### src/rtl/ip_udp_frame_tx.sv
// Ethernet/IPv4 frame transmitter with optional UDP header. It latches one request,
// computes the IPv4 header checksum, then streams header and payload as 32-bit words.
module ip_udp_frame_tx #(
   parameter logic [7:0] TTL      = 8'hC8,
   parameter logic [7:0] DSCP_ECN = 8'h00,
   parameter logic       UDP_EN   = 1'b1
) (
   input  logic        clk,
   input  logic        rst,
   input  logic        i_start,
   output logic        o_ready,
   output logic        o_err,
   input  logic [47:0] i_dst_mac,
   input  logic [47:0] i_src_mac,
   input  logic [31:0] i_dst_ip,
   input  logic [31:0] i_src_ip,
   input  logic [7:0]  i_protocol,
   input  logic [15:0] i_src_port,
   input  logic [15:0] i_dst_port,
   input  logic [15:0] i_pkt_id,
   input  logic        i_more_frame,
   input  logic [15:0] i_frame_offset,
   input  logic [15:0] i_payload_len,
   input  logic [31:0] i_in_data,
   input  logic        i_in_vld,
   output logic        o_in_rdy,
   output logic [31:0] o_eth_data,
   output logic        o_eth_sop,
   output logic        o_eth_eop,
   output logic [1:0]  o_eth_empty,
   output logic        o_eth_vld,
   input  logic        i_eth_rdy
);

   typedef enum logic [3:0] {
      S_IDLE, S_CALC, S_ETH0, S_ETH1, S_ETH2, S_ETH3,
      S_IP0, S_IP1, S_IP2, S_IP3, S_IP4, S_UDP0, S_UDP1, S_PAYLOAD
   } state_t;

   localparam logic [16:0] HDR_LEN = UDP_EN ? 17'd28 : 17'd20;

   state_t      state_reg, state_next;
   logic [47:0] dst_mac_reg, src_mac_reg;
   logic [31:0] dst_ip_reg, src_ip_reg;
   logic [7:0]  proto_reg;
   logic [15:0] src_port_reg, dst_port_reg, pkt_id_reg;
   logic [15:0] len_reg, total_len_reg, rem_reg, csum_reg;
   logic        mf_reg;
   logic [12:0] frag_reg;
   logic        err_reg;

   logic [16:0] total_len;
   logic        accept, reject, df, last_word;
   logic [31:0] csum_sum;
   logic [16:0] csum_fold1;
   logic [15:0] csum_fold2;
   logic [31:0] pay_mask;
   logic        unused_offset_bits;

   // 17-bit sum so an oversize frame shows up as a carry into bit 16
   assign total_len = {1'b0, i_payload_len} + HDR_LEN;
   assign reject    = total_len[16] | (!UDP_EN && i_payload_len == 16'd0);
   assign accept    = i_start && (state_reg == S_IDLE);
   assign df        = !mf_reg && (frag_reg == 13'd0);
   assign last_word = (rem_reg <= 16'd4);
   assign unused_offset_bits = ^i_frame_offset[2:0];

   assign o_ready = (state_reg == S_IDLE);
   assign o_err   = err_reg;

   assign csum_sum = {16'h0, 8'h45, DSCP_ECN} + {16'h0, total_len_reg} + {16'h0, pkt_id_reg}
                   + {16'h0, 1'b0, df, mf_reg, frag_reg} + {16'h0, TTL, proto_reg}
                   + {16'h0, src_ip_reg[31:16]} + {16'h0, src_ip_reg[15:0]}
                   + {16'h0, dst_ip_reg[31:16]} + {16'h0, dst_ip_reg[15:0]};
   // second fold cannot carry again: a first-fold carry leaves the low half at most 16'hFFFE
   assign csum_fold1 = {1'b0, csum_sum[15:0]} + {1'b0, csum_sum[31:16]};
   assign csum_fold2 = csum_fold1[15:0] + {15'd0, csum_fold1[16]};

   always_comb begin
      pay_mask = 32'hFFFF_FFFF;
      case (rem_reg)
         16'd1:   pay_mask = 32'hFF00_0000;
         16'd2:   pay_mask = 32'hFFFF_0000;
         16'd3:   pay_mask = 32'hFFFF_FF00;
         default: pay_mask = 32'hFFFF_FFFF;
      endcase
   end

   always_comb begin
      state_next  = state_reg;
      o_eth_vld   = 1'b0;
      o_eth_data  = 32'h0;
      o_eth_sop   = 1'b0;
      o_eth_eop   = 1'b0;
      o_eth_empty = 2'd0;
      o_in_rdy    = 1'b0;
      case (state_reg)
         S_IDLE: if (accept && !reject) state_next = S_CALC;
         S_CALC: state_next = S_ETH0;
         S_ETH0: begin
            o_eth_vld  = 1'b1;
            o_eth_sop  = 1'b1;
            o_eth_data = {16'h0000, dst_mac_reg[47:32]};
            if (i_eth_rdy) state_next = S_ETH1;
         end
         S_ETH1: begin
            o_eth_vld  = 1'b1;
            o_eth_data = dst_mac_reg[31:0];
            if (i_eth_rdy) state_next = S_ETH2;
         end
         S_ETH2: begin
            o_eth_vld  = 1'b1;
            o_eth_data = src_mac_reg[47:16];
            if (i_eth_rdy) state_next = S_ETH3;
         end
         S_ETH3: begin
            o_eth_vld  = 1'b1;
            o_eth_data = {src_mac_reg[15:0], 16'h0800};
            if (i_eth_rdy) state_next = S_IP0;
         end
         S_IP0: begin
            o_eth_vld  = 1'b1;
            o_eth_data = {8'h45, DSCP_ECN, total_len_reg};
            if (i_eth_rdy) state_next = S_IP1;
         end
         S_IP1: begin
            o_eth_vld  = 1'b1;
            o_eth_data = {pkt_id_reg, 1'b0, df, mf_reg, frag_reg};
            if (i_eth_rdy) state_next = S_IP2;
         end
         S_IP2: begin
            o_eth_vld  = 1'b1;
            o_eth_data = {TTL, proto_reg, csum_reg};
            if (i_eth_rdy) state_next = S_IP3;
         end
         S_IP3: begin
            o_eth_vld  = 1'b1;
            o_eth_data = src_ip_reg;
            if (i_eth_rdy) state_next = S_IP4;
         end
         S_IP4: begin
            o_eth_vld  = 1'b1;
            o_eth_data = dst_ip_reg;
            if (i_eth_rdy) state_next = UDP_EN ? S_UDP0 : S_PAYLOAD;
         end
         S_UDP0: begin
            o_eth_vld  = 1'b1;
            o_eth_data = {src_port_reg, dst_port_reg};
            if (i_eth_rdy) state_next = S_UDP1;
         end
         S_UDP1: begin
            o_eth_vld  = 1'b1;
            o_eth_data = {len_reg + 16'd8, 16'h0000};
            o_eth_eop  = (len_reg == 16'd0);
            if (i_eth_rdy) state_next = (len_reg == 16'd0) ? S_IDLE : S_PAYLOAD;
         end
         S_PAYLOAD: begin
            // payload passes straight through; only the tail bytes are masked
            o_in_rdy   = i_eth_rdy;
            o_eth_vld  = i_in_vld;
            o_eth_data = i_in_data & pay_mask;
            if (last_word && i_in_vld) begin
               o_eth_eop   = 1'b1;
               o_eth_empty = 2'd0 - len_reg[1:0];
            end
            if (i_in_vld && i_eth_rdy && last_word) state_next = S_IDLE;
         end
         default: state_next = S_IDLE;
      endcase
   end

   always_ff @(posedge clk or posedge rst) begin
      if (rst) begin
         state_reg     <= S_IDLE;
         err_reg       <= 1'b0;
         dst_mac_reg   <= 48'h0;
         src_mac_reg   <= 48'h0;
         dst_ip_reg    <= 32'h0;
         src_ip_reg    <= 32'h0;
         proto_reg     <= 8'h0;
         src_port_reg  <= 16'h0;
         dst_port_reg  <= 16'h0;
         pkt_id_reg    <= 16'h0;
         mf_reg        <= 1'b0;
         frag_reg      <= 13'h0;
         len_reg       <= 16'h0;
         total_len_reg <= 16'h0;
         rem_reg       <= 16'h0;
         csum_reg      <= 16'h0;
      end else begin
         state_reg <= state_next;
         err_reg   <= accept && reject;
         if (accept && !reject) begin
            dst_mac_reg   <= i_dst_mac;
            src_mac_reg   <= i_src_mac;
            dst_ip_reg    <= i_dst_ip;
            src_ip_reg    <= i_src_ip;
            proto_reg     <= UDP_EN ? 8'd17 : i_protocol;
            src_port_reg  <= i_src_port;
            dst_port_reg  <= i_dst_port;
            pkt_id_reg    <= i_pkt_id;
            mf_reg        <= i_more_frame;
            frag_reg      <= i_frame_offset[15:3];
            len_reg       <= i_payload_len;
            total_len_reg <= total_len[15:0];
            rem_reg       <= i_payload_len;
         end
         if (state_reg == S_CALC) csum_reg <= ~csum_fold2;
         if (state_reg == S_PAYLOAD && i_in_vld && i_eth_rdy) rem_reg <= rem_reg - 16'd4;
      end
   end

endmodule

### config.mk
export PLATFORM = sky130hd
export DESIGN_NAME = ip_udp_frame_tx
export DESIGN_NICKNAME = d
export VERILOG_FILES = /design/src/rtl/ip_udp_frame_tx.sv
export SDC_FILE = /design/constraint.sdc
export NUM_CORES = 1
export LEC_CHECK = 0
export BUFFER_PORTS_ARGS = -buffer_cell sky130_fd_sc_hd__buf_2
export CORE_ASPECT_RATIO = 0.75
export CORE_MARGIN = 1
export CORE_UTILIZATION = 53
export CTS_BUF_LIST = sky130_fd_sc_hd__clkbuf_4 sky130_fd_sc_hd__clkbuf_8
export DETAILED_ROUTE_END_ITERATION = 10
export PLACE_DENSITY_LB_ADDON = 0.3
export SLEW_MARGIN = 20
export SYNTH_ARGS = -nofsm -noshare
export SYNTH_HDL_FRONTEND = slang
export SYNTH_SLANG_ARGS = --single-unit
export TNS_END_PERCENT = 30
### constraint.sdc
create_clock -name clk -period 20 [get_ports clk]
set_input_delay 4 -clock clk [delete_from_list [all_inputs] [get_ports clk]]
set_output_delay 4 -clock clk [all_outputs]
set_load 0.01 [all_outputs]
==> metrics.csv <==
metric;value;unit
Distinct cells, synth;74;
reg2reg end;csum_reg[14];
CP max-delay cell;nor3b_1;
layout cells sized above 1;0.196;
Crit path required time;20.50;ns
Worst-Skew Late Latency;0.60;ns
CTS Buf Count;47;
cell family with most CP delay;simple AND/OR/NAND/NOR gates;
die area;33400;µm²
Syn-to-layout area delta;17.5;%
Die Span X;211;µm
I/O pin total;326;
Resized Gates After CTS;0;
final wirelength;59000;µm
Remaining DRCs;0;
post-CTS setup buffers;0;
final worst path period share;0.544;
sink of the worst hold path;dst_port_reg[2];
first drt pass iteration count;6;
clock buffer depth;3;
HP Start;dst_port_reg[2];
top-count cell post-synth;nand2_1;
Slew @ Worst Pin;1.23;ns
DRT iter0 DRCs;2128;
Setup TNS;0;ns
drt via density;5.82;
Peak Freq;92.0;MHz
post-layout min period;10.87;ns
RSZ-0062 raised after global routing;no;
GRT overflow;0;
endpoint class of the critical path;flip-flop;
reg-to-reg setup timing slack;9.13;ns
synthesized flop and latch total;290;
Hold Fails Final Rpt;0;
Final nets;2703;
Synth top area share;0.420;
cell depth of the worst hold path;2;
kind of critical path;flip-flop to flip-flop;
WL per Instance;21.4;µm
Synthesized Nets;2411;
Post-synth top flop;dfrtp_1;
GPL Wtd Cong;0.953;
Sink Count;290;
Post-synth EDFFs;0;
Die Y;158;µm
Max-Cap Viols;0;
Worst setup SP type;flip-flop;
CTS H-tree lvls;2;
most frequent CP cell;fa_1;
CTS tree;done;
status;complete, no violations;
number of fill cells;2774;
Bufs and invs on worst path;4;
initial antenna violation count;2;
slowest stage delay, CP;0.63;ns
Clk pin slew, worst setup/hold paths;0.06;ns
Pins Over Slew Limit;0;
Clock Skew;0.0274;ns
largest net degree at the start of global routing;162;
antenna-violating nets left;0;
Synth top cells by count;661 x nand2_1, 290 x dfrtp_1, 226 x inv_1;
Synth area leaders;dfrtp_1 42%, nand2_1 14%, fa_1 9.4%;
first-pass GRT wire length;88200;µm
Synth Cell Area;17300;µm²
Reg-to-Reg Start;dst_ip_reg[7];
root buf cell;clkbuf_8;
crit-path max FO;7;
hold_buf cts;0;
CORE AREA;31700;µm²
syn avg cell area;8.66;µm²
yosys warns;0;
FP Rows;56;
register area share after synthesis;0.420;
DP Wirelength;44400;µm
Hold Path Class;flip-flop to flip-flop;
Synth Instances;1998;
asr flop ratio synth;1.00;
WP data arrival;11.37;ns
worst reg2reg path depth;33;
relative slew slack;0.180;
Buffers on Ports;314;
Final setup viols;0;
Vias;16045;
start point of the critical path;dst_ip_reg[7];
vias in the first global route;15326;
area leader, netlist;dfrtp_1;
All-Layer GR Usage;0.355;
Initial Utilization;0.546;
==> tightest hold or removal path: cells and delay by family, from the launching register on <==
family           cells  cell delay (ns)
flip-flops           1             0.34
AND/OR/NAND/NOR      2             0.11
==> metrics by stage <==
| stage | worst slack (ns) | area, µm² | std cells | util | hold slack (ns) |
|---|---|---|---|---|---|
| 3_3_place_gp | 9.57 | 19300 | 2676 | 0.609 | 0.455 |
| 4_1_cts | 9.41 | 20300 | 2758 | 0.642 | 0.479 |
| 2_1_floorplan | 7.99 | 17300 | 1998 | - | 0.440 |
| 6_report | 9.13 | 20300 | 2759 | 0.642 | 0.479 |
| 3_5_place_dp | 9.49 | 19300 | 2676 | 0.609 | 0.463 |
| 5_1_grt | 8.71 | 20300 | 2758 | 0.642 | 0.493 |
==> worst max-delay path by stage <==
stage	endpoint	depth (start not counted)
after floorplan	csum_reg[0]	1
after global placement	csum_reg[14]	33
after detailed placement	csum_reg[14]	33
after CTS	csum_reg[14]	33
after global routing	csum_reg[14]	33
final	csum_reg[14]	33
==> cell type report <==
class                   count  area [µm²]  share of cell area
diodes                      1        2.50            0.000123
clock buffers              75         938              0.0462
repair buffers            335        1740              0.0857
multi-input cells        1390        8890               0.438
inverters                 226         856              0.0421
clock inverters             7        92.6             0.00456
flip-flops and latches    290        7260               0.357
well taps                 435         544              0.0268
==> cells in the final DEF, fill, tap and decap left out, types with 8 or more instances in the layout <==
master | netlist | layout
nand2b_1 | 13 | 13
o21ai_0 | 114 | 114
inv_1 | 226 | 225
a21oi_1 | 21 | 21
nor3_1 | 22 | 19
nand2_1 | 661 | 661
or3_1 | 9 | 9
clkbuf_4 | 0 | 15
nor2_1 | 50 | 44
a22o_1 | 26 | 26
buf_4 | 1 | 20
buf_2 | 0 | 314
a222oi_1 | 20 | 20
o211ai_1 | 13 | 13
xor2_1 | 22 | 22
xnor2_1 | 34 | 34
a22oi_1 | 44 | 44
nand4_1 | 28 | 28
or2_2 | 10 | 9
a221oi_1 | 30 | 30
nand3_1 | 17 | 17
nor4_1 | 8 | 8
dfrtp_1 | 290 | 290
ha_1 | 46 | 46
fa_1 | 81 | 81
clkbuf_8 | 0 | 60
==> routing by layer <==
metal,up-vias,global-route usage,routed length (µm)
li1,7178,-,-
met1,7810,0.507,24700
met2,925,0.530,25500
met3,128,0.0824,6810
met4,4,0.128,2010
met5,-,0,26
==> cell families after synthesis <==
logic type,count (synthesis),share of synthesized area
buffers and inverters,318,0.0692
AOI/OAI and AO/OA,346,0.145
and+or+nand+nor,859,0.208
adders and majority gates,127,0.127
xor gates and xnor gates,58,0.0309
DFF,290,0.420
Power is left out: the tool's default activity adds up to more than one toggle a clock period on the data nets, which glitch-free logic cannot reach.
